[src/rtl/seq_detector_param.sv]
// Programmable Mealy serial-pattern detector with a run-time pattern, length and overlap mode.
// Optional saturating match counter is built when SEQDET_MATCH_CNT_EN is defined.
module seq_detector_param #(
  parameter int                 MAX_LEN     = 8,
  parameter int                 LEN_W       = 4,
  parameter logic [MAX_LEN-1:0] DEF_PATTERN = 8'h0A,
  parameter int                 DEF_LEN     = 4,
  parameter int                 CNT_W       = 8
) (
  input  logic               clk,
  input  logic               rst,
  input  logic               cfg_load,
  input  logic [MAX_LEN-1:0] cfg_pattern,
  input  logic [LEN_W-1:0]   cfg_len,
  input  logic               cfg_overlap,
  output logic               cfg_err,
  input  logic               x_valid,
  input  logic               x,
  output logic               match,
  output logic               match_r,
  output logic [CNT_W-1:0]   match_cnt,
  input  logic               cnt_clr
);

  localparam logic [LEN_W-1:0] MAX_FILL = LEN_W'(MAX_LEN);
  localparam logic [LEN_W:0]   ONE_W    = (LEN_W+1)'(1);

  // Bit i of the window takes part in the compare when i < len.
  function automatic logic [MAX_LEN:0] len_mask(input logic [LEN_W-1:0] len);
    logic [MAX_LEN:0] m;
    m = '0;
    for (int i = 0; i <= MAX_LEN; i++)
      if (i < int'(len)) m[i] = 1'b1;
    return m;
  endfunction

  function automatic logic [LEN_W-1:0] fill_inc(input logic [LEN_W-1:0] f);
    return (f == MAX_FILL) ? f : f + LEN_W'(1);
  endfunction

  logic [MAX_LEN-1:0] pattern_q;
  logic [LEN_W-1:0]   len_q;
  logic               overlap_q;
  logic [MAX_LEN-1:0] hist_p0;
  logic [LEN_W-1:0]   fill_p0;

  logic               cfg_ok;
  logic               fill_ok;
  logic               pat_eq;
  logic [MAX_LEN:0]   window;

  assign cfg_ok  = cfg_load && (cfg_len != '0) && (cfg_len <= MAX_FILL);
  assign window  = {hist_p0, x};
  assign fill_ok = ({1'b0, fill_p0} + ONE_W) >= {1'b0, len_q};
  assign pat_eq  = ((window ^ {1'b0, pattern_q}) & len_mask(len_q)) == '0;
  // An accepted load discards the bit of its own cycle, so it can never match.
  assign match   = x_valid && !cfg_ok && fill_ok && pat_eq;

  // ---- stage p0: configuration, history and fill level ----
  always_ff @(posedge clk or negedge rst) begin
    if (!rst) begin
      pattern_q <= DEF_PATTERN;
      len_q     <= LEN_W'(DEF_LEN);
      overlap_q <= 1'b1;
      hist_p0   <= '0;
      fill_p0   <= '0;
    end else if (cfg_ok) begin
      pattern_q <= cfg_pattern;
      len_q     <= cfg_len;
      overlap_q <= cfg_overlap;
      hist_p0   <= '0;
      fill_p0   <= '0;
    end else if (x_valid) begin
      hist_p0 <= window[MAX_LEN-1:0];
      fill_p0 <= (match && !overlap_q) ? '0 : fill_inc(fill_p0);
    end
  end

  // ---- stage p1: registered match and config-error pulse ----
  always_ff @(posedge clk or negedge rst) begin
    if (!rst) begin
      match_r <= 1'b0;
      cfg_err <= 1'b0;
    end else begin
      match_r <= match;
      cfg_err <= cfg_load && !cfg_ok;
    end
  end

`ifdef SEQDET_MATCH_CNT_EN
  logic [CNT_W-1:0] cnt_q;

  always_ff @(posedge clk or negedge rst) begin
    if (!rst)
      cnt_q <= '0;
    else if (cnt_clr)
      cnt_q <= '0;
    else if (match && (cnt_q != '1))
      cnt_q <= cnt_q + CNT_W'(1);
  end

  assign match_cnt = cnt_q;
`else
  logic unused_cnt_clr;

  assign unused_cnt_clr = cnt_clr;
  assign match_cnt      = '0;
`endif

endmodule

[config.mk]
export PLATFORM = sky130hd
export DESIGN_NAME = seq_detector_param
export DESIGN_NICKNAME = d
export VERILOG_FILES = /design/src/rtl/seq_detector_param.sv
export SDC_FILE = /design/constraint.sdc
export NUM_CORES = 1
export LEC_CHECK = 0
export ABC_AREA = 1
export ABC_CLOCK_PERIOD_IN_PS = 2050
export CAP_MARGIN = 20
export CELL_PAD_IN_SITES_DETAIL_PLACEMENT = 1
export CELL_PAD_IN_SITES_GLOBAL_PLACEMENT = 2
export CORE_ASPECT_RATIO = 0.8
export CORE_MARGIN = 2
export CORE_UTILIZATION = 27
export CTS_CLUSTER_SIZE = 16
export DETAILED_ROUTE_END_ITERATION = 16
export PLACE_DENSITY_LB_ADDON = 0.05
export SLEW_MARGIN = 25
export SYNTH_ARGS = -nofsm -noshare
export SYNTH_HDL_FRONTEND = slang
export SYNTH_SLANG_ARGS = --single-unit
[constraint.sdc]
create_clock -name clk -period 2.05 [get_ports clk]
set_clock_uncertainty 0.2 [all_clocks]
set_input_delay 0.41 -clock clk [delete_from_list [all_inputs] [get_ports clk]]
set_output_delay 0.41 -clock clk [all_outputs]
set_load 0.05 [all_outputs]
==> flow_metrics.tcl <==
set metrics [dict create \
    outcome "finished with violations" \
    violations "setup timing" \
    hold_viol_final 0 \
    path_cells "ha_4 > xor2_4 > ha_4 > nand2_2 > inv_2 > nand4_1 > nand4_2 > and3_4 > buf_12" \
    fmax_ghz 0.375 \
    netlist_instances 217 \
    ys_seq_area_share_pct 41.3 \
    power_frac_clock_pct 14.1 \
    crit_type "reg2out" \
    path_delay_family "adder cells" \
    start_util_pct 27.9 \
    drtAntennaViolNets 0 \
    grt_pass1_wl_mm 7.26 \
    drt_iter0_markers 40 \
    crit_cells 9 \
    die_h_um 73.9 \
    hold_path.class "reg2reg" \
    r2r_cells 16 \
    crit_slowest_cell "dfrtp_2" \
    die_area_um2 6740 \
    critPathBufInv 2 \
    cts_hold_buf 0 \
    pwr-share-seq_pct 30.9 \
    track_usage_pct 13.8 \
    drive_gt1_share_pct 30.8 \
    ir_drop_mv 0.330 \
    synth_top_area_share_pct 35.0 \
    crit_top_cell "ha_4" \
    drv_slew 0 \
    hold_ws_ns 0.287 \
    cp-startpoint "fill_p0[0]$_DFFE_PN0P_" \
    crit-reg2reg-launch "fill_p0[0]$_DFFE_PN0P_" \
    crit_path_start_kind "flip-flop" \
    post-route-util_pct 38.9 \
    routedWlPerCell_um 12.6 \
    synth_area_um2 1650 \
    drc 0 \
    cts-root-buf "clkbuf_8" \
    firstDrtPassIters 4 \
    first_global_vias 1528 \
    slowest_delay_ns 0.47 \
    setup_viol 5 \
    cts_sinks 27 \
    cp_max_fo 5 \
    wl_mm 4.34 \
    synth_top_area_cell "dfrtp_1" \
    synth-seq-cells 27 \
    cts_buffer_depth 2 \
    hold_depth 2 \
    fillCellCount 708 \
    h-tree-depth 1 \
    period_share_pct 130 \
    die_w_um 91.3 \
    gp_congestion 0.780 \
    p_sw_w 0.000892 \
    cp.required_ns 1.44 \
    setup_ws_ns -0.614 \
    combPwrFrac_pct 55.1 \
    maxCapViolCount 0 \
    antenna_found_initial 0 \
    end_kind "primary output" \
    hpwl_mm 3.27 \
    min_period_ns 2.66 \
    io_pins 30 \
    diodes 0 \
    synth_area_leaders "dfrtp_1 35%, nand2_1 17%, inv_1 8.7%, dfstp_2 6.4%, ha_1 4.6%" \
    syn_area_per_cell_um2 7.59 \
    clk_pin_slew_worst_paths_ns 0.11 \
    grt_max_degree 28 \
    area_growth_syn_to_layout_pct 39.8 \
    cp.arrival_ns 2.05 \
    vias 1455 \
    p_total_w 0.00232 \
    rsz0062_at_grt "yes" \
    grt-ovfl-total 0 \
    nNetsFinal 289 \
    p_per_area_nw_per_um2 1010 \
    internal-power_w 0.00143 \
    hp-start "pattern_q[3]$_DFFE_PN1P_" \
    yosysUniqueCellTypes 25 \
    clock_latency_ns 0.28 \
    portBuffers 20 \
    netSwitchingFraction_pct 38.4 \
    core_um2 5910 \
    num_rows 25 \
    tns_ns -2.56 \
    cts_made_buffers 3 \
    cts_tree "built" \
    routed_via_density 4.23 \
    yosysWarnings 0 \
    leakage_nw 1.12 \
]
-- power by group through the flow --
stage	Sequential (W)	Clock [W]	Combinational [W]
floorplan	0.000702	0	0.000540
detailed placement	0.000702	0	0.000879
global route	0.000733	0.000365	0.00141
global placement	0.000696	0	0.000840
finish	0.000716	0.000327	0.00128
CTS	0.000696	0.000347	0.00122
-- synth_stat cells --
library cell  instances
nand2_1              73
inv_1                38
dfrtp_1              23
o21ai_0              12
nand3_1               9
buf_4                 8
nor2_1                8
o22ai_1               7
ha_1                  6
nand2_2               5
nor2_2                5
dfstp_2               4
buf_2                 3
xor2_1                3
inv_2                 2
nand3_4               2
a21oi_1               1
and3_2                1
conb_1                1
nand2_4               1
nand3_2               1
nand4_1               1
nand4_2               1
nand4_4               1
nor2_4                1
-- what timing repair did --
action	4_1_cts	5_1_grt
gates resized for setup	15	20
endpoints found under the hold margin	0	0
gates cloned	0	0
setup endpoints to repair	5	11
pin swaps	10	12
buffers inserted	5	1
-- cell families after synthesis --
| logic type | count (synthesis) | synth area share [%] |
|---|---|---|
| xor+xnor | 3 | 1.60 |
| compound gates | 20 | 6.61 |
| flops | 27 | 41.3 |
| fa+ha+maj | 6 | 4.56 |
| other cells | 1 | 0.228 |
| simple gates | 109 | 32.0 |
| buf+inv | 51 | 13.7 |
-- path summary, 6_finish.rpt --
path / end / slack (ns)
worst max-delay path: match / -0.61
worst min-delay path: pattern_q[3]$_DFFE_PN1P_ / 0.29
worst max register to register: fill_p0[3]$_DFFE_PN0P_ / -0.50
worst min register to register: pattern_q[3]$_DFFE_PN1P_ / 0.29
max in group asynchronous: overlap_q$_DFFE_PN1P_ / 1.03
min in group asynchronous: pattern_q[6]$_DFFE_PN0P_ / 0.31
-- metrics by stage --
| step | area [µm²] | std cells | worst slack, ns |
|---|---|---|---|
| after floorplan | 1680 | 224 | -0.210 |
| after global placement | 2080 | 336 | -0.294 |
| after detailed placement | 2080 | 336 | -0.349 |
| after CTS | 2230 | 345 | -0.669 |
| after global routing | 2300 | 344 | -0.706 |
| final | 2300 | 344 | -0.614 |
-- layer usage --
layer	vias to the layer above	GRT usage, %	share of wire [%]
met4	0	1.01	0.35
met3	2	3.08	3.8
li1	740	-	-
met2	29	24.2	47
met5	-	0	0
met1	684	18.3	49
-- cell usage in the layout (no fill, tap or decap), types with 2 or more instances in the layout --
master           count
nor2_4               2
dfstp_2              4
nand3_1              6
dfrtp_2              3
clkbuf_8             3
nand2_4              3
buf_6                4
nand3_2              4
o22ai_1              7
nor2_2               8
nor2_1               4
nand2_2              8
nand3_4              2
inv_2                4
ha_1                 2
dfrtp_1             20
nand2_1             68
o21ai_0             12
conb_1               8
buf_4               24
clkdlybuf4s50_1     17
inv_1               35
ha_4                 4
-- registers in the layout, summed over array words and instances (netlist names) --
register	cells
cfg_err	1
fill_p0	4
hist_p0	8
len_q	4
match_r	1
overlap_q	1
pattern_q	8
-- final cells by class --
type	count	area [µm²]	share of cell area, %
Clock inverter	1	7.51	0.326
Inverter	40	153	6.63
Sequential cell	27	684	29.7
Timing Repair Buffer	46	415	18.0
Clock buffer	3	41.3	1.79
Tap cell	81	101	4.40
Multi-Input combinational cell	146	900	39.1
-- worst min-delay path: stages, from the launching register on --
cell and delay, ns:
dfstp_2 0.39, nand2_1 0.06, nand2_1 0.05
Note: power is estimated with default switching activity, not from simulation.
